### src/rtl/seq_stage_ctrl_pkg.sv
// ----------------------------------------------------------------------------
// y86_pkg
// Shared definitions for the Y86-64 SEQ stage sequencer:
//   - icode constants (HALT .. POPQ)
//   - architectural Stat codes (AOK, HLT, ADR, INS)
//   - sequencer state encoding
//   - needs_mem(icode) / needs_wb(icode): which optional stages an
//     instruction visits
// No ports (package).
// ----------------------------------------------------------------------------
package y86_pkg;

    localparam logic [3:0] ICODE_HALT   = 4'd0;
    localparam logic [3:0] ICODE_NOP    = 4'd1;
    localparam logic [3:0] ICODE_CMOVXX = 4'd2;
    localparam logic [3:0] ICODE_IRMOVQ = 4'd3;
    localparam logic [3:0] ICODE_RMMOVQ = 4'd4;
    localparam logic [3:0] ICODE_MRMOVQ = 4'd5;
    localparam logic [3:0] ICODE_OPQ    = 4'd6;
    localparam logic [3:0] ICODE_JXX    = 4'd7;
    localparam logic [3:0] ICODE_CALL   = 4'd8;
    localparam logic [3:0] ICODE_RET    = 4'd9;
    localparam logic [3:0] ICODE_PUSHQ  = 4'd10;
    localparam logic [3:0] ICODE_POPQ   = 4'd11;

    localparam logic [2:0] STAT_AOK = 3'd1;
    localparam logic [2:0] STAT_HLT = 3'd2;
    localparam logic [2:0] STAT_ADR = 3'd3;
    localparam logic [2:0] STAT_INS = 3'd4;

    typedef enum logic [3:0] {
        ST_IDLE      = 4'd0,
        ST_FETCH     = 4'd1,
        ST_DECODE    = 4'd2,
        ST_EXECUTE   = 4'd3,
        ST_MEMORY    = 4'd4,
        ST_WRITEBACK = 4'd5,
        ST_PCUPDATE  = 4'd6,
        ST_HALT      = 4'd7,
        ST_ERROR     = 4'd8
    } state_e;

    // Instructions that touch data memory (loads, stores, stack ops).
    function automatic logic needs_mem(input logic [3:0] icode);
        return icode inside {ICODE_RMMOVQ, ICODE_MRMOVQ, ICODE_CALL,
                             ICODE_RET, ICODE_PUSHQ, ICODE_POPQ};
    endfunction

    // Instructions that write the register file. cmovXX is included; the
    // register file itself suppresses the write when Cnd is false.
    function automatic logic needs_wb(input logic [3:0] icode);
        logic wb;
        case (icode)
            ICODE_HALT, ICODE_NOP, ICODE_RMMOVQ, ICODE_JXX: wb = 1'b0;
            default:                                        wb = (icode <= ICODE_POPQ);
        endcase
        return wb;
    endfunction

endpackage

### src/rtl/seq_stage_ctrl_if.sv
// ----------------------------------------------------------------------------
// seq_stage_ctrl_if
// Handshake bundle between the SEQ sequencer and its datapath.
//   Datapath -> sequencer: start, imem_valid, imem_error, icode[3:0],
//                          dmem_ready, dmem_error
//   Sequencer -> datapath: fetch_en, decode_en, exec_en, mem_req, wb_en,
//                          pc_en, stat[2:0], busy
// Modports:
//   master - datapath / environment side
//   slave  - sequencer side (seq_stage_ctrl)
// ----------------------------------------------------------------------------
interface seq_stage_ctrl_if;

    logic       start;
    logic       imem_valid;
    logic       imem_error;
    logic [3:0] icode;
    logic       dmem_ready;
    logic       dmem_error;

    logic       fetch_en;
    logic       decode_en;
    logic       exec_en;
    logic       mem_req;
    logic       wb_en;
    logic       pc_en;
    logic [2:0] stat;
    logic       busy;

    modport master (
        output start, imem_valid, imem_error, icode, dmem_ready, dmem_error,
        input  fetch_en, decode_en, exec_en, mem_req, wb_en, pc_en, stat, busy
    );

    modport slave (
        input  start, imem_valid, imem_error, icode, dmem_ready, dmem_error,
        output fetch_en, decode_en, exec_en, mem_req, wb_en, pc_en, stat, busy
    );

endinterface

### src/rtl/seq_stage_ctrl.sv
// ----------------------------------------------------------------------------
// seq_stage_ctrl
// Multi-cycle sequencer for the Y86-64 SEQ datapath. Walks one instruction
// through FETCH, DECODE, EXECUTE, [MEMORY], WRITEBACK, PCUPDATE, giving each
// stage its enable, skipping MEMORY for icodes that do not need it, timing
// out stalled memory transfers and tracking the architectural Stat code.
//
// Ports:
//   clk        - system clock, rising edge
//   rst_n      - synchronous active-low reset
//   bus        - seq_stage_ctrl_if.slave handshake bundle
//   cycle_cnt  - busy-cycle counter        (SEQ_PERF_CNT_EN only)
//   instr_cnt  - retired-instruction count (SEQ_PERF_CNT_EN only)
//
// Parameters:
//   MEM_TIMEOUT - cycles MEMORY waits for dmem_ready before ADR (1..255)
//   CNT_W       - performance counter width (SEQ_PERF_CNT_EN only)
//
// Build option:
//   SEQ_PERF_CNT_EN - when defined, adds the cycle_cnt / instr_cnt counters.
// ----------------------------------------------------------------------------
module seq_stage_ctrl
    import y86_pkg::*;
#(
    parameter int MEM_TIMEOUT = 16
`ifdef SEQ_PERF_CNT_EN
    ,
    parameter int CNT_W = 32
`endif
) (
    input  logic           clk,
    input  logic           rst_n,
    seq_stage_ctrl_if.slave bus
`ifdef SEQ_PERF_CNT_EN
    ,
    output logic [CNT_W-1:0] cycle_cnt,
    output logic [CNT_W-1:0] instr_cnt
`endif
);

    // Value of the wait counter during the last permitted MEMORY cycle.
    localparam logic [7:0] WAIT_LAST = 8'(MEM_TIMEOUT - 1);

    state_e     state_q, state_d;
    logic [2:0] stat_q, stat_d;
    logic [3:0] icode_q, icode_d;
    logic [7:0] wait_cnt_q, wait_cnt_d;

    logic fetch_en;
    logic decode_en;
    logic exec_en;
    logic mem_req;
    logic wb_en;
    logic pc_en;
    logic busy;

    // ------------------------------------------------------------------
    // State register
    // ------------------------------------------------------------------
    always_ff @(posedge clk) begin
        if (!rst_n) begin
            state_q    <= ST_IDLE;
            stat_q     <= STAT_AOK;
            icode_q    <= ICODE_NOP;
            wait_cnt_q <= '0;
        end else begin
            state_q    <= state_d;
            stat_q     <= stat_d;
            icode_q    <= icode_d;
            wait_cnt_q <= wait_cnt_d;
        end
    end

    // ------------------------------------------------------------------
    // Next-state logic
    // ------------------------------------------------------------------
    always_comb begin
        state_d    = state_q;
        stat_d     = stat_q;
        icode_d    = icode_q;
        wait_cnt_d = '0;   // cleared everywhere except while waiting in MEMORY

        case (state_q)
            ST_IDLE: begin
                if (bus.start) begin
                    state_d = ST_FETCH;
                end
            end

            ST_FETCH: begin
                if (bus.imem_valid) begin
                    // icode is captured so later stages do not depend on the
                    // fetch unit holding it.
                    icode_d = bus.icode;
                    if (bus.imem_error) begin
                        state_d = ST_ERROR;
                        stat_d  = STAT_ADR;
                    end else if (bus.icode > ICODE_POPQ) begin
                        state_d = ST_ERROR;
                        stat_d  = STAT_INS;
                    end else if (bus.icode == ICODE_HALT) begin
                        state_d = ST_HALT;
                        stat_d  = STAT_HLT;
                    end else begin
                        state_d = ST_DECODE;
                    end
                end
            end

            ST_DECODE: begin
                state_d = ST_EXECUTE;
            end

            ST_EXECUTE: begin
                state_d = needs_mem(icode_q) ? ST_MEMORY : ST_WRITEBACK;
            end

            ST_MEMORY: begin
                // dmem_ready is tested first so a completion on the final
                // permitted cycle still succeeds.
                if (bus.dmem_ready) begin
                    if (bus.dmem_error) begin
                        state_d = ST_ERROR;
                        stat_d  = STAT_ADR;
                    end else begin
                        state_d = ST_WRITEBACK;
                    end
                end else if (wait_cnt_q == WAIT_LAST) begin
                    state_d = ST_ERROR;
                    stat_d  = STAT_ADR;
                end else begin
                    wait_cnt_d = wait_cnt_q + 8'd1;
                end
            end

            ST_WRITEBACK: begin
                state_d = ST_PCUPDATE;
            end

            ST_PCUPDATE: begin
                state_d = bus.start ? ST_FETCH : ST_IDLE;
            end

            ST_HALT, ST_ERROR: begin
                // Terminal: only reset leaves.
            end

            default: begin
                state_d = ST_ERROR;
                stat_d  = STAT_INS;
            end
        endcase
    end

    // ------------------------------------------------------------------
    // Output decode (Moore: current state plus the captured icode)
    // ------------------------------------------------------------------
    always_comb begin
        fetch_en  = 1'b0;
        decode_en = 1'b0;
        exec_en   = 1'b0;
        mem_req   = 1'b0;
        wb_en     = 1'b0;
        pc_en     = 1'b0;
        busy      = 1'b1;

        case (state_q)
            ST_FETCH:     fetch_en  = 1'b1;
            ST_DECODE:    decode_en = 1'b1;
            ST_EXECUTE:   exec_en   = 1'b1;
            ST_MEMORY:    mem_req   = 1'b1;
            ST_WRITEBACK: wb_en     = needs_wb(icode_q);
            ST_PCUPDATE:  pc_en     = 1'b1;
            default:      busy      = 1'b0;
        endcase
    end

    assign bus.fetch_en  = fetch_en;
    assign bus.decode_en = decode_en;
    assign bus.exec_en   = exec_en;
    assign bus.mem_req   = mem_req;
    assign bus.wb_en     = wb_en;
    assign bus.pc_en     = pc_en;
    assign bus.busy      = busy;
    assign bus.stat      = stat_q;

`ifdef SEQ_PERF_CNT_EN
    // ------------------------------------------------------------------
    // Performance counters; both wrap naturally at 2^CNT_W.
    // ------------------------------------------------------------------
    logic [CNT_W-1:0] cycle_cnt_q;
    logic [CNT_W-1:0] instr_cnt_q;

    always_ff @(posedge clk) begin
        if (!rst_n) begin
            cycle_cnt_q <= '0;
            instr_cnt_q <= '0;
        end else begin
            if (busy) begin
                cycle_cnt_q <= cycle_cnt_q + 1'b1;
            end
            if (pc_en) begin
                instr_cnt_q <= instr_cnt_q + 1'b1;
            end
        end
    end

    assign cycle_cnt = cycle_cnt_q;
    assign instr_cnt = instr_cnt_q;
`endif

endmodule

### src/flat_wrapper.sv
// flat-port wrapper written by rule: the top's interface ports become plain ports
module seq_stage_ctrl_flat import y86_pkg::*;
#(
    parameter int MEM_TIMEOUT = 16

)
  (clk, rst_n, bus_start, bus_imem_valid, bus_imem_error, bus_icode, bus_dmem_ready, bus_dmem_error, bus_fetch_en, bus_decode_en, bus_exec_en, bus_mem_req, bus_wb_en, bus_pc_en, bus_stat, bus_busy);
  seq_stage_ctrl_if bus_i ();
  input  logic clk;
  input  logic rst_n;
  input wire logic [$bits(bus_i.start)-1:0] bus_start;
  input wire logic [$bits(bus_i.imem_valid)-1:0] bus_imem_valid;
  input wire logic [$bits(bus_i.imem_error)-1:0] bus_imem_error;
  input wire logic [$bits(bus_i.icode)-1:0] bus_icode;
  input wire logic [$bits(bus_i.dmem_ready)-1:0] bus_dmem_ready;
  input wire logic [$bits(bus_i.dmem_error)-1:0] bus_dmem_error;
  output wire logic [$bits(bus_i.fetch_en)-1:0] bus_fetch_en;
  output wire logic [$bits(bus_i.decode_en)-1:0] bus_decode_en;
  output wire logic [$bits(bus_i.exec_en)-1:0] bus_exec_en;
  output wire logic [$bits(bus_i.mem_req)-1:0] bus_mem_req;
  output wire logic [$bits(bus_i.wb_en)-1:0] bus_wb_en;
  output wire logic [$bits(bus_i.pc_en)-1:0] bus_pc_en;
  output wire logic [$bits(bus_i.stat)-1:0] bus_stat;
  output wire logic [$bits(bus_i.busy)-1:0] bus_busy;
  assign bus_i.start = bus_start;
  assign bus_i.imem_valid = bus_imem_valid;
  assign bus_i.imem_error = bus_imem_error;
  assign bus_i.icode = bus_icode;
  assign bus_i.dmem_ready = bus_dmem_ready;
  assign bus_i.dmem_error = bus_dmem_error;
  assign bus_fetch_en = bus_i.fetch_en;
  assign bus_decode_en = bus_i.decode_en;
  assign bus_exec_en = bus_i.exec_en;
  assign bus_mem_req = bus_i.mem_req;
  assign bus_wb_en = bus_i.wb_en;
  assign bus_pc_en = bus_i.pc_en;
  assign bus_stat = bus_i.stat;
  assign bus_busy = bus_i.busy;
  seq_stage_ctrl #(.MEM_TIMEOUT(MEM_TIMEOUT)) u_core (.clk(clk), .rst_n(rst_n), .bus(bus_i));
endmodule
### config.mk
export PLATFORM = sky130hd
export DESIGN_NAME = seq_stage_ctrl_flat
export DESIGN_NICKNAME = d
export VERILOG_FILES = /design/src/rtl/seq_stage_ctrl_pkg.sv /design/src/rtl/seq_stage_ctrl_if.sv /design/src/rtl/seq_stage_ctrl.sv /design/src/flat_wrapper.sv
export SDC_FILE = /design/constraint.sdc
export NUM_CORES = 1
export LEC_CHECK = 0
export ABC_CLOCK_PERIOD_IN_PS = 3940
export CORE_ASPECT_RATIO = 1.5
export CORE_MARGIN = 2
export CORE_UTILIZATION = 30
export CTS_BUF_LIST = sky130_fd_sc_hd__clkbuf_4 sky130_fd_sc_hd__clkbuf_8
export DETAILED_ROUTE_END_ITERATION = 10
export GPL_ROUTABILITY_DRIVEN = 0
export MAX_ROUTING_LAYER = met4
export PLACE_DENSITY_LB_ADDON = 0.3
export SYNTH_ARGS = -nofsm -noshare
export SYNTH_HDL_FRONTEND = slang
export SYNTH_SLANG_ARGS = --single-unit
### constraint.sdc
create_clock -name clk -period 3.94 [get_ports clk]
set_input_delay 0.788 -clock clk [delete_from_list [all_inputs] [get_ports clk]]
set_output_delay 0.788 -clock clk [all_outputs]
set_load 0.05 [all_outputs]
# --- After elaboration in Yosys (flattened, before gate mapping) ---
# Index checks and enable logic that the tools add are counted.
word_totals:
  mem_bits_ro: 0
  ramBits: 0
  out_inout_bits: 10
  latch_bits: 0
  regBits: 19
  mem_count: 0
op_classes:
  muxes: 27
  magnitude_cmp: 2
  bitwise_logic: 4
  multipliers: 0
  shift: 0
  n_div: 0
  n_reduce_logical: 12
  add_sub_neg: 1
  n_eq_ne: 22
ops:
  columns: ["cell", "count"]
  rows:
  - ["case mux 4 bit (8 select lines)", 1]
  - ["equality test 4 x 3 -> 1 bit (second input constant)", 7]
  - ["two-way mux 4 bit", 7]
  - ["two-way mux 3 bit", 8]
  - ["equality test 4 bit (second input constant)", 5]
  - ["zero test 4 bit", 3]
  - ["two-way mux 1 bit", 10]
  - ["case mux 3 bit (3 select lines)", 1]
  - ["adder 8 x 1 -> 8 bit (second input constant)", 1]
  - ["equality test 4 x 1 -> 1 bit (second input constant)", 2]
  - ["equality test 4 x 2 -> 1 bit (second input constant)", 2]
  - ["equality test 8 x 4 -> 1 bit (second input constant)", 1]
  - ["OR reduction 4 bit", 2]
  - ["OR reduction 7 bit", 1]
  - ["nonzero test 6 bit", 1]
  - ["OR reduction 6 bit", 1]
  - ["AND reduction 5 bit", 1]
  - ["greater-than comparator 4 bit (second input constant)", 1]
  - ["less-or-equal comparator 4 bit (second input constant)", 1]
  - ["!= test 2 bit (second input constant)", 2]
  - ["!= test 4 x 2 -> 1 bit (second input constant)", 1]
  - ["NOT 1 bit", 4]
  - ["AND reduction 4 bit", 1]
  - ["!= test 3 x 2 -> 1 bit (second input constant)", 1]
  - ["3 further kinds", 3]

# --- Depth between registers and ports, before layout ---
# Gate-level depths: netlist of the first run.
logic_depth:
  word_depth: 6
  depth_mapped: 7
  ltp_nobuf: 6

# --- Worst setup path after synthesis of the first run ---
# No wires, ideal clock.
synth_timing:
  path_type: "register -> output"
  start: "register u_core.state_q[2]"
  end: "output bus_wb_en"
  slack_ns: 0.749
  stages_incl_launch_ff: 4
  t_arrival_ns: 2.403
  required_ns: 3.152
  cell_sequence: "dfxtp_1 buf_2 nor2b_1 nor4b_1"
synth_via:
  elab_chain_len: 2
synth_rtl:
  columns: ["element", "line", "source"]
  rows:
  - ["from (decl)", "seq_stage_ctrl.sv:44", "state_e state_q, state_d;"]
  - ["from (signal assigned)", "seq_stage_ctrl.sv:67", "state_q <= state_d;"]
  - ["equality test 4 x 3 -> 1 bit", "seq_stage_ctrl.sv:167", "case (state_q)"]
  - ["two-way mux 1 bit", "seq_stage_ctrl.sv:167", null]
  - ["to (decl)", "flat_wrapper.sv:21", "output wire logic [$bits(bus_i.wb_en)-1:0] bus_wb_en;"]
# No other way between the ends.

# --- Worst setup path after layout of the first run ---
layout_timing:
  start: "register u_core.state_q[2]"
  end: "output bus_mem_req"
layout_via:
  elab_chain_len: 2
layout_rtl:
  columns: ["element", "line", "source"]
  rows:
  - ["equality test 4 x 3 -> 1 bit", "seq_stage_ctrl.sv:167", null]
  - ["two-way mux 1 bit", "seq_stage_ctrl.sv:167", null]
  - ["to (decl)", "flat_wrapper.sv:20", "output wire logic [$bits(bus_i.mem_req)-1:0] bus_mem_req;"]
# No other way between the ends.

==> results.json, run 1 <==
{
  "grt_overflow": 0,
  "status": "finished clean",
  "synth_area_per_cell_um2": 8.18,
  "coreArea_um2": 3450,
  "hold_viol_final": 0,
  "tns_ns": 0,
  "drc": 0,
  "cp_cell_sequence": "or4b_4, inv_1, clkdlybuf4s50_1",
  "die_w_um": 53.2,
  "io_buffers": 20,
  "critical_path_class": "register to primary output",
  "cts_tree": "done",
  "postCtsSetupRepairBufs": 0,
  "dp_hpwl_mm": 1.91,
  "drv_slew": 0,
  "grt_first_pass_wirelength_mm": 4.15,
  "fin_area_um2": 1370,
  "synth-edff-count": 0,
  "tightestPinTransition_ns": 0.514,
  "drive_gt1_share_pct": 8.55,
  "cap_violations": 0,
  "placed_area_um2": 1320,
  "power_density_nw_per_um2": 684,
  "finalPower_uw": 936,
  "ant_nets": 0,
  "synth_top_area_share_pct": 34.9,
  "synthesis.area_um2": 1090,
  "synth-seq-cells": 19,
  "rsz0062_at_grt": "no",
  "worstPathMaxFanout": 16,
  "wl_mm": 2.47,
  "antenna_found_initial": 0,
  "p_leak_uw": 0.000499,
  "critical_path.max_stage_delay_ns": 0.82,
  "yosys_warnings": 0,
  "seq_power_share_pct": 31.4,
  "yosys-top-cells-area": "dfxtp_1 35%, nand2_1 5.2%, a21oi_1 5.1%",
  "cts-root-buf": "clkbuf_8",
  "ff2ff_setup_slack_ns": 1.97,
  "p_int_uw": 515,
  "setup_viol": 0,
  "die_h_um": 77.8,
  "syn_to_final_growth_pct": 25.7,
  "cts_max_level": 1,
  "combPwrFrac_pct": 53.8,
  "std_cell_rows": 26,
  "switching_share_pct": 45.0,
  "yosysTopAreaCell": "dfxtp_1",
  "final.setup_skew_ns": 0.00589,
  "p_sw_uw": 421,
  "cp_data_arrival_time_ns": 2.38,
  "syn_inst": 133,
  "viasPerCell": 5.15,
  "fmax_mhz": 316,
  "yosysMostFrequentCell": "dfxtp_1",
  "diodes": 0,
  "ir_drop_mv": 0.426,
  "cts_buffers": 3,
  "yosysSeqAreaShare_pct": 34.9,
  "hold_class": "register to register",
  "clkLatencyLatePin_ns": 0.25,
  "hold_slack_ns": 0.458,
  "grt_max_degree": 17,
  "start_kind": "register",
  "start_util_pct": 31.6,
  "crit_family": "buffers and inverters",
  "ys_async_sr_fraction_pct": 0,
  "ys_dominant_reg_cell": "dfxtp_1",
  "synthDistinctLibCells": 39,
  "wire_per_inst_um": 12.7,
  "relSlewSlack_pct": 65.6,
  "p_clk_share_pct": 14.8,
  "min_period_ns": 3.17,
  "drt_iter0_drc": 32,
  "synth.net_count": 145,
  "grt_pass1_vias": 956,
  "cts.clk_slew.worst_paths_ns": 0.06,
  "cts.sinks": 19,
  "path_buf_inv": 2,
  "die-area_um2": 4140,
  "post-route-period-util_pct": 80.4,
  "required_ns": 3.15,
  "drt_pre_antenna_iters": 4,
  "vias": 1000,
  "final_net_count": 165,
  "io_pins": 21,
  "clock_path_buffers": 2,
  "crit_slowest_cell": "clkdlybuf4s50_1",
  "cts_resized": 0,
  "worstSetupEndpointType": "primary output",
  "netlist_top_cells_count": "19 x dfxtp_1, 15 x nand2_1, 14 x nor2_1, 11 x a21oi_1, 9 x nand3_1",
  "grt_usage_pct": 13.3,
  "hold_buffers": 0
}
[cell type report]
| cell class | instances | area (um^2) |
|---|---|---|
| inverters | 3 | 11.3 |
| repair buffers | 21 | 208 |
| fillers | 374 | 2080 |
| flip-flops and latches | 19 | 380 |
| well taps | 42 | 52.6 |
| clock buffers | 4 | 48.8 |
| multi-input cells | 105 | 668 |
[per-layer routing]
| metal | vias up | GRT usage, % | routed length (um) |
|---|---|---|---|
| met1 | 459 | 16.3 | 1100 |
| met3 | 8 | 2.69 | 92 |
| met5 | - | - | 0 |
| met4 | 0 | 5.64 | 62 |
| li1 | 509 | - | - |
| met2 | 24 | 20.8 | 1210 |
[cell families (layout without fill, tap and decap cells)]
family                   count (synthesis)  count (layout)  share of synthesized area (%)
multiplexers                             3               3                           2.76
AND/OR/NAND/NOR                         68              68                           35.2
adder cells (fa/ha/maj)                  1               1                           1.15
flip-flops                              19              19                           34.9
XOR/XNOR                                 7               7                           5.63
AO/OA/AOI/OAI                           26              26                           16.7
buffers and inverters                    9              28                           3.68
[worst reg2reg max path: stages, from the launching register on]
cell and delay [ns]:
dfxtp_1 0.62, or4b_4 0.57, a211oi_4 0.24, a2111o_2 0.18, o22ai_1 0.09, and2_1 0.16
[sequential cells by signal, indices dropped and copies added, names as in the netlist]
signal,cells
u_core.state_q,4
u_core.wait_cnt_q,8
u_core.icode_q,4
u_core.bus.stat,3
[path summary, 6_finish.rpt]
kind / from / to / cells after the start
max: u_core.state_q[2] / bus_mem_req / 3
min: u_core.wait_cnt_q[0] / u_core.wait_cnt_q[0] / 1
max reg2reg: u_core.state_q[2] / u_core.state_q[1] / 5
min reg2reg: u_core.wait_cnt_q[0] / u_core.wait_cnt_q[0] / 1
[per-stage QoR]
step	instances	util [%]	worst slack, ns
2_1_floorplan	133	-	0.749
3_3_place_gp	190	38.3	1.11
3_5_place_dp	190	38.3	1.07
4_1_cts	194	39.7	0.782
5_1_grt	194	39.7	0.694
6_report	194	39.7	0.773
[power groups by stage]
stage	Clock, uW	Sequential [uW]	Combinational, uW
3_3_place_gp	0	292	504
5_1_grt	154	301	547
4_1_cts	143	290	506
6_report	139	294	504
2_1_floorplan	0	287	383
3_5_place_dp	0	294	504
[layout by cell type, fill, tap and decap left out, types with 2 or more instances in the layout]
| cell type | Yosys | routed |
|---|---|---|
| clkdlybuf4s50_1 | 0 | 20 |
| nor2_1 | 14 | 14 |
| a21oi_1 | 11 | 11 |
| xor2_1 | 3 | 3 |
| nor4b_1 | 2 | 2 |
| nand2b_1 | 5 | 5 |
| dfxtp_1 | 19 | 19 |
| inv_1 | 3 | 3 |
| nor3_1 | 6 | 6 |
| o21ai_0 | 2 | 2 |
| a211oi_1 | 3 | 3 |
| and3_1 | 2 | 2 |
| nand3_1 | 9 | 9 |
| nor3b_1 | 2 | 2 |
| o21a_1 | 2 | 2 |
| clkbuf_8 | 0 | 3 |
| mux2i_1 | 3 | 3 |
| and2_1 | 2 | 2 |
| nand2_1 | 15 | 15 |
| nor2b_1 | 2 | 2 |
| xnor2_1 | 4 | 4 |
(Power assumes the default switching activity.)
==> inputs of run 2 (changes only) <==
--- a/config.mk
+++ b/config.mk
@@ -5,7 +5,7 @@
 export SDC_FILE = /design/constraint.sdc
 export NUM_CORES = 1
 export LEC_CHECK = 0
-export ABC_CLOCK_PERIOD_IN_PS = 3940
+export ABC_CLOCK_PERIOD_IN_PS = 2890
 export CORE_ASPECT_RATIO = 1.5
 export CORE_MARGIN = 2
 export CORE_UTILIZATION = 30
==> constraint.sdc (replaced) <==
create_clock -name clk -period 2.89 [get_ports clk]
set_input_delay 0.578 -clock clk [delete_from_list [all_inputs] [get_ports clk]]
set_output_delay 0.578 -clock clk [all_outputs]
set_load 0.05 [all_outputs]
==> results.json, run 2 (synthesized netlist as in run 1, its figures left out) <==
{
  "status": "finished clean",
  "tns_ns": 0,
  "relSlewSlack_pct": 66.6,
  "regArea_um2": 380,
  "hold_viol_final": 0,
  "fmax_mhz": 376,
  "top_register": "u_core.wait_cnt_q",
  "cts_tree": "done",
  "std_cell_rows": 26,
  "drc": 0,
  "hold_buffers": 0,
  "die_h_um": 77.8,
  "die_w_um": 53.2,
  "diodes": 0,
  "grt_overflow": 0,
  "ant_nets": 0,
  "final_cell_mix": "19 x dfxtp_1, 17 x clkdlybuf4s50_1, 15 x nand2_1, 14 x nor2_1, 11 x a21oi_1",
  "final_common_cell": "dfxtp_1",
  "drive_gt1_share_pct": 10.5,
  "regToRegEndpoint": "u_core.state_q[1]",
  "cts_max_level": 1,
  "grt_pass1_vias": 947,
  "clkLatencyLatePin_ns": 0.25,
  "critical_path_class": "register to primary output",
  "worstSetupEndpointType": "primary output",
  "fin_util_pct": 39.8,
  "power_density_nw_per_um2": 924,
  "place_inst": 190,
  "reg_top3": "u_core.wait_cnt_q x8, u_core.icode_q x4, u_core.state_q x4",
  "cts-root-buf": "clkbuf_8",
  "drt_pre_antenna_iters": 4,
  "r2r_cells": 5,
  "cts.sinks": 19,
  "antenna_found_initial": 0,
  "die-area_um2": 4140,
  "final_net_count": 165,
  "ir_drop_mv": 0.408,
  "drv_slew": 0,
  "io_pins": 21,
  "cts_buffers": 3,
  "grt_max_degree": 17,
  "required_ns": 2.31,
  "startpoint": "u_core.state_q[1]",
  "crit-reg2reg-launch": "u_core.state_q[2]",
  "tightestPinTransition_ns": 0.499,
  "min_period_ns": 2.66,
  "worstPathMaxFanout": 16,
  "dp_hpwl_mm": 1.88,
  "finalPower_uw": 1270,
  "syn_to_final_growth_pct": 26.1,
  "grt_usage_pct": 13.2,
  "start_util_pct": 31.6,
  "multi_input_area_um2": 674,
  "vias": 1003,
  "largest_reg_flops": 8,
  "hold_class": "register to register",
  "final.setup_skew_ns": 0.00253,
  "start_kind": "register",
  "rsz0062_at_grt": "no",
  "cap_violations": 0,
  "setup_viol": 0,
  "cts.clk_slew.worst_paths_ns": 0.07,
  "drt_iter0_drc": 48,
  "wire_per_inst_um": 12.6,
  "cp-endpoint": "bus_pc_en",
  "viasPerCell": 5.17,
  "cp_data_arrival_time_ns": 2.08,
  "wl_mm": 2.44,
  "ff2ff_setup_slack_ns": 0.90,
  "grt_first_pass_wirelength_mm": 4.06,
  "coreArea_um2": 3450,
  "post-route-period-util_pct": 92.1,
  "io_buffers": 20,
  "fin_cells": 194,
  "p_leak_uw": 0.000522,
  "fillers": 365,
  "clock_path_buffers": 2
}
-- run 2: cell types whose count changed in the layout (fill, tap and decap cells not counted), sizes merged --
| cell | delta |
|---|---|
| clkdlybuf4s50 | -3 |
| buf | +2 |
| dlymetal6s2s | +1 |
-- run 2: worst max-delay path, stage by stage (launching register included) --
cell,delay (ns)
dfxtp_1,0.64
nand2_1,0.16
nor3_1,0.20
clkdlybuf4s50_1,0.84
-- run 2: repair_timing --
| action | 4_1_cts | 5_1_grt |
|---|---|---|
| resized for setup | 0 | 1 |
| setup endpoints to repair | 0 | 1 |
| endpoints found under the hold margin | 0 | 0 |
| setup buffers | 0 | 0 |
-- run 2: final cells by class --
| cell class | count | area share [%] |
|---|---|---|
| timing repair buffer | 21 | 14.9 |
| clock buffer | 4 | 3.56 |
| sequential | 19 | 27.7 |
| multi-input combinational | 105 | 49.1 |
| inverter | 3 | 0.820 |
| tap | 42 | 3.83 |
-- run 2: report_power, final --
group	internal, uW	total [uW]	leakage (uW)	switching (uW)
Clock	107	191	0.0000262	83.8
Sequential	308	400	0.000154	91.6
Combinational	283	677	0.000341	394
Total	698	1270	0.000522	570
-- run 2: worst min-delay path by stage --
stage / cells after the start / slack, ns / to / start
after global routing: 1 / 0.48 / u_core.wait_cnt_q[0] / u_core.wait_cnt_q[0]
after detailed placement: 1 / 0.44 / u_core.wait_cnt_q[0] / u_core.wait_cnt_q[0]
after floorplan: 1 / 0.42 / u_core.wait_cnt_q[0] / u_core.wait_cnt_q[0]
final: 1 / 0.45 / u_core.wait_cnt_q[0] / u_core.wait_cnt_q[0]
after global placement: 1 / 0.44 / u_core.wait_cnt_q[0] / u_core.wait_cnt_q[0]
after CTS: 1 / 0.46 / u_core.wait_cnt_q[0] / u_core.wait_cnt_q[0]
-- run 2: through the flow --
step	worst slack, ns	hold slack, ns	cell area, um^2
floorplan	0.429	0.418	1090
global placement	0.441	0.437	1320
detailed placement	0.399	0.443	1320
CTS	0.100	0.456	1370
global route	0.0973	0.483	1370
finish	0.228	0.455	1370
-- run 2: metal layers --
metal / routed length (um) / GRT usage [%] / share of wire, % / vias to the layer above
met1: 1100 / 15.6 / 45 / 475
met3: 58 / 2.31 / 2.4 / 2
li1: - / - / - / 513
met2: 1270 / 21.4 / 52 / 13
met5: 0 / - / 0 / -
met4: 19 / 5.64 / 0.78 / 0
==> inputs of run 3 (changes only) <==
--- a/config.mk
+++ b/config.mk
@@ -13,7 +13,7 @@
 export DETAILED_ROUTE_END_ITERATION = 10
 export GPL_ROUTABILITY_DRIVEN = 0
 export MAX_ROUTING_LAYER = met4
-export PLACE_DENSITY_LB_ADDON = 0.3
+export PLACE_DENSITY = 0.5
 export SYNTH_ARGS = -nofsm -noshare
 export SYNTH_HDL_FRONTEND = slang
 export SYNTH_SLANG_ARGS = --single-unit
==> results.json, run 3 (synthesized netlist as in run 1, its figures left out) <==
{
  "critical_path.max_stage_delay_ns": 0.83,
  "cp_data_arrival_time_ns": 2.09,
  "io_buffers": 20,
  "regToRegEndpoint": "u_core.state_q[1]",
  "grt_use_met3_pct": 1.73,
  "min-delay-start": "u_core.wait_cnt_q[0]",
  "worstSetupEndpointType": "primary output",
  "crit_slowest_cell": "clkdlybuf4s50_1",
  "fmax_mhz": 375,
  "cap_violations": 0,
  "wire_per_inst_um": 13.2,
  "grt_pass1_vias": 959,
  "hold_viol_final": 0,
  "dp_hpwl_mm": 2.12,
  "cp_cell_sequence": "nand2_1, nor3_1, clkdlybuf4s50_1",
  "final_common_cell": "dfxtp_1",
  "relSlewSlack_pct": 65.7,
  "start_util_pct": 31.6,
  "antenna_found_initial": 0,
  "power_density_nw_per_um2": 933,
  "die_w_um": 53.2,
  "clock_path_buffers": 2,
  "cts_max_level": 1,
  "cts.clk_slew.worst_paths_ns": 0.08,
  "final_net_count": 168,
  "crit-reg2reg-launch": "u_core.state_q[2]",
  "start_kind": "register",
  "post-route-period-util_pct": 92.4,
  "grt_max_degree": 17,
  "drv_slew": 0,
  "hold_depth": 1,
  "coreArea_um2": 3450,
  "hold_class": "register to register",
  "required_ns": 2.31,
  "diodes": 0,
  "fin_area_um2": 1390,
  "ant_nets": 0,
  "postCtsSetupRepairBufs": 0,
  "cts.sinks": 19,
  "largest_reg_flops": 8,
  "ff2ff_setup_slack_ns": 0.86,
  "syn_to_final_growth_pct": 27.9,
  "drc": 0,
  "vias": 1013,
  "min_period_ns": 2.67,
  "whs_endpoint": "u_core.wait_cnt_q[0]",
  "ir_drop_mv": 0.496,
  "met2_usage_pct": 24.8,
  "cts_resized": 0,
  "cts_buffers": 3,
  "grt_usage_pct": 14.4,
  "tightestPinTransition_ns": 0.513,
  "p_leak_uw": 0.000514,
  "placed_area_um2": 1340,
  "path_buf_inv": 1,
  "die_h_um": 77.8,
  "critical_path_class": "register to primary output",
  "drive_gt1_share_pct": 12.3,
  "rsz0062_at_grt": "no",
  "status": "finished clean",
  "drt_iter0_drc": 24,
  "wl_mm": 2.60,
  "startpoint": "u_core.state_q[1]",
  "tns_ns": 0,
  "crit_family": "buffers and inverters",
  "r2r_cells": 6,
  "worstPathMaxFanout": 16,
  "cts-root-buf": "clkbuf_8",
  "die-area_um2": 4140,
  "grt_first_pass_wirelength_mm": 4.36,
  "clkLatencyLatePin_ns": 0.26,
  "setup_viol": 0,
  "hold_buffers": 0,
  "std_cell_rows": 26,
  "drt_pre_antenna_iters": 4,
  "met1_usage_pct": 16.0,
  "final_cell_mix": "19 x dfxtp_1, 18 x clkdlybuf4s50_1, 15 x nand2_1, 14 x nor2_1, 11 x a21oi_1",
  "cts_tree": "done",
  "grt_busiest_layer": "met2",
  "grt_overflow": 0,
  "final.setup_skew_ns": 0.00689,
  "io_pins": 21,
  "reg_top3": "u_core.wait_cnt_q x8, u_core.icode_q x4, u_core.state_q x4",
  "viasPerCell": 5.14,
  "top_register": "u_core.wait_cnt_q"
}
run 3: cell type report:
| class | count | area (um^2) |
|---|---|---|
| clock buffer | 3 | 41.3 |
| timing repair buffer | 24 | 225 |
| fill | 380 | 2060 |
| clock inverter | 1 | 7.51 |
| multi-input combinational | 105 | 674 |
| inverter | 3 | 11.3 |
| sequential | 19 | 380 |
| tap | 42 | 52.6 |
run 3: worst max-delay path by stage:
stage	slack (ns)	depth (start not counted)	to
finish	0.22	3	bus_pc_en
global route	0.04	3	bus_pc_en
CTS	0.19	3	bus_pc_en
detailed placement	0.48	3	bus_pc_en
global placement	0.53	3	bus_exec_en
floorplan	0.43	3	bus_busy
run 3: where the power goes:
group | switching, uW | internal (uW) | total, uW | leakage (uW)
registers | 52.2 | 308 | 361 | 0.000154
clock network | 91.6 | 97.3 | 189 | 0.0000217
logic | 444 | 306 | 750 | 0.000338
total | 587 | 712 | 1300 | 0.000514
run 3: per-layer routing:
layer | share of wire, % | vias up | routed length [um]
li1 | - | 521 | -
met1 | 42 | 463 | 1080
met2 | 53 | 24 | 1370
met3 | 3.4 | 5 | 89
met4 | 2.2 | 0 | 57
met5 | 0 | - | 0
run 3: metrics by stage:
step	instances	hold WS [ns]	setup WS, ns	total power (uW)	util (%)
after floorplan	133	0.418	0.429	916	-
after detailed placement	193	0.442	0.482	1120	39.0
after CTS	197	0.454	0.194	1320	40.4
after global placement	193	0.438	0.527	1120	39.0
after global routing	197	0.489	0.0350	1400	40.4
final	197	0.454	0.221	1300	40.4
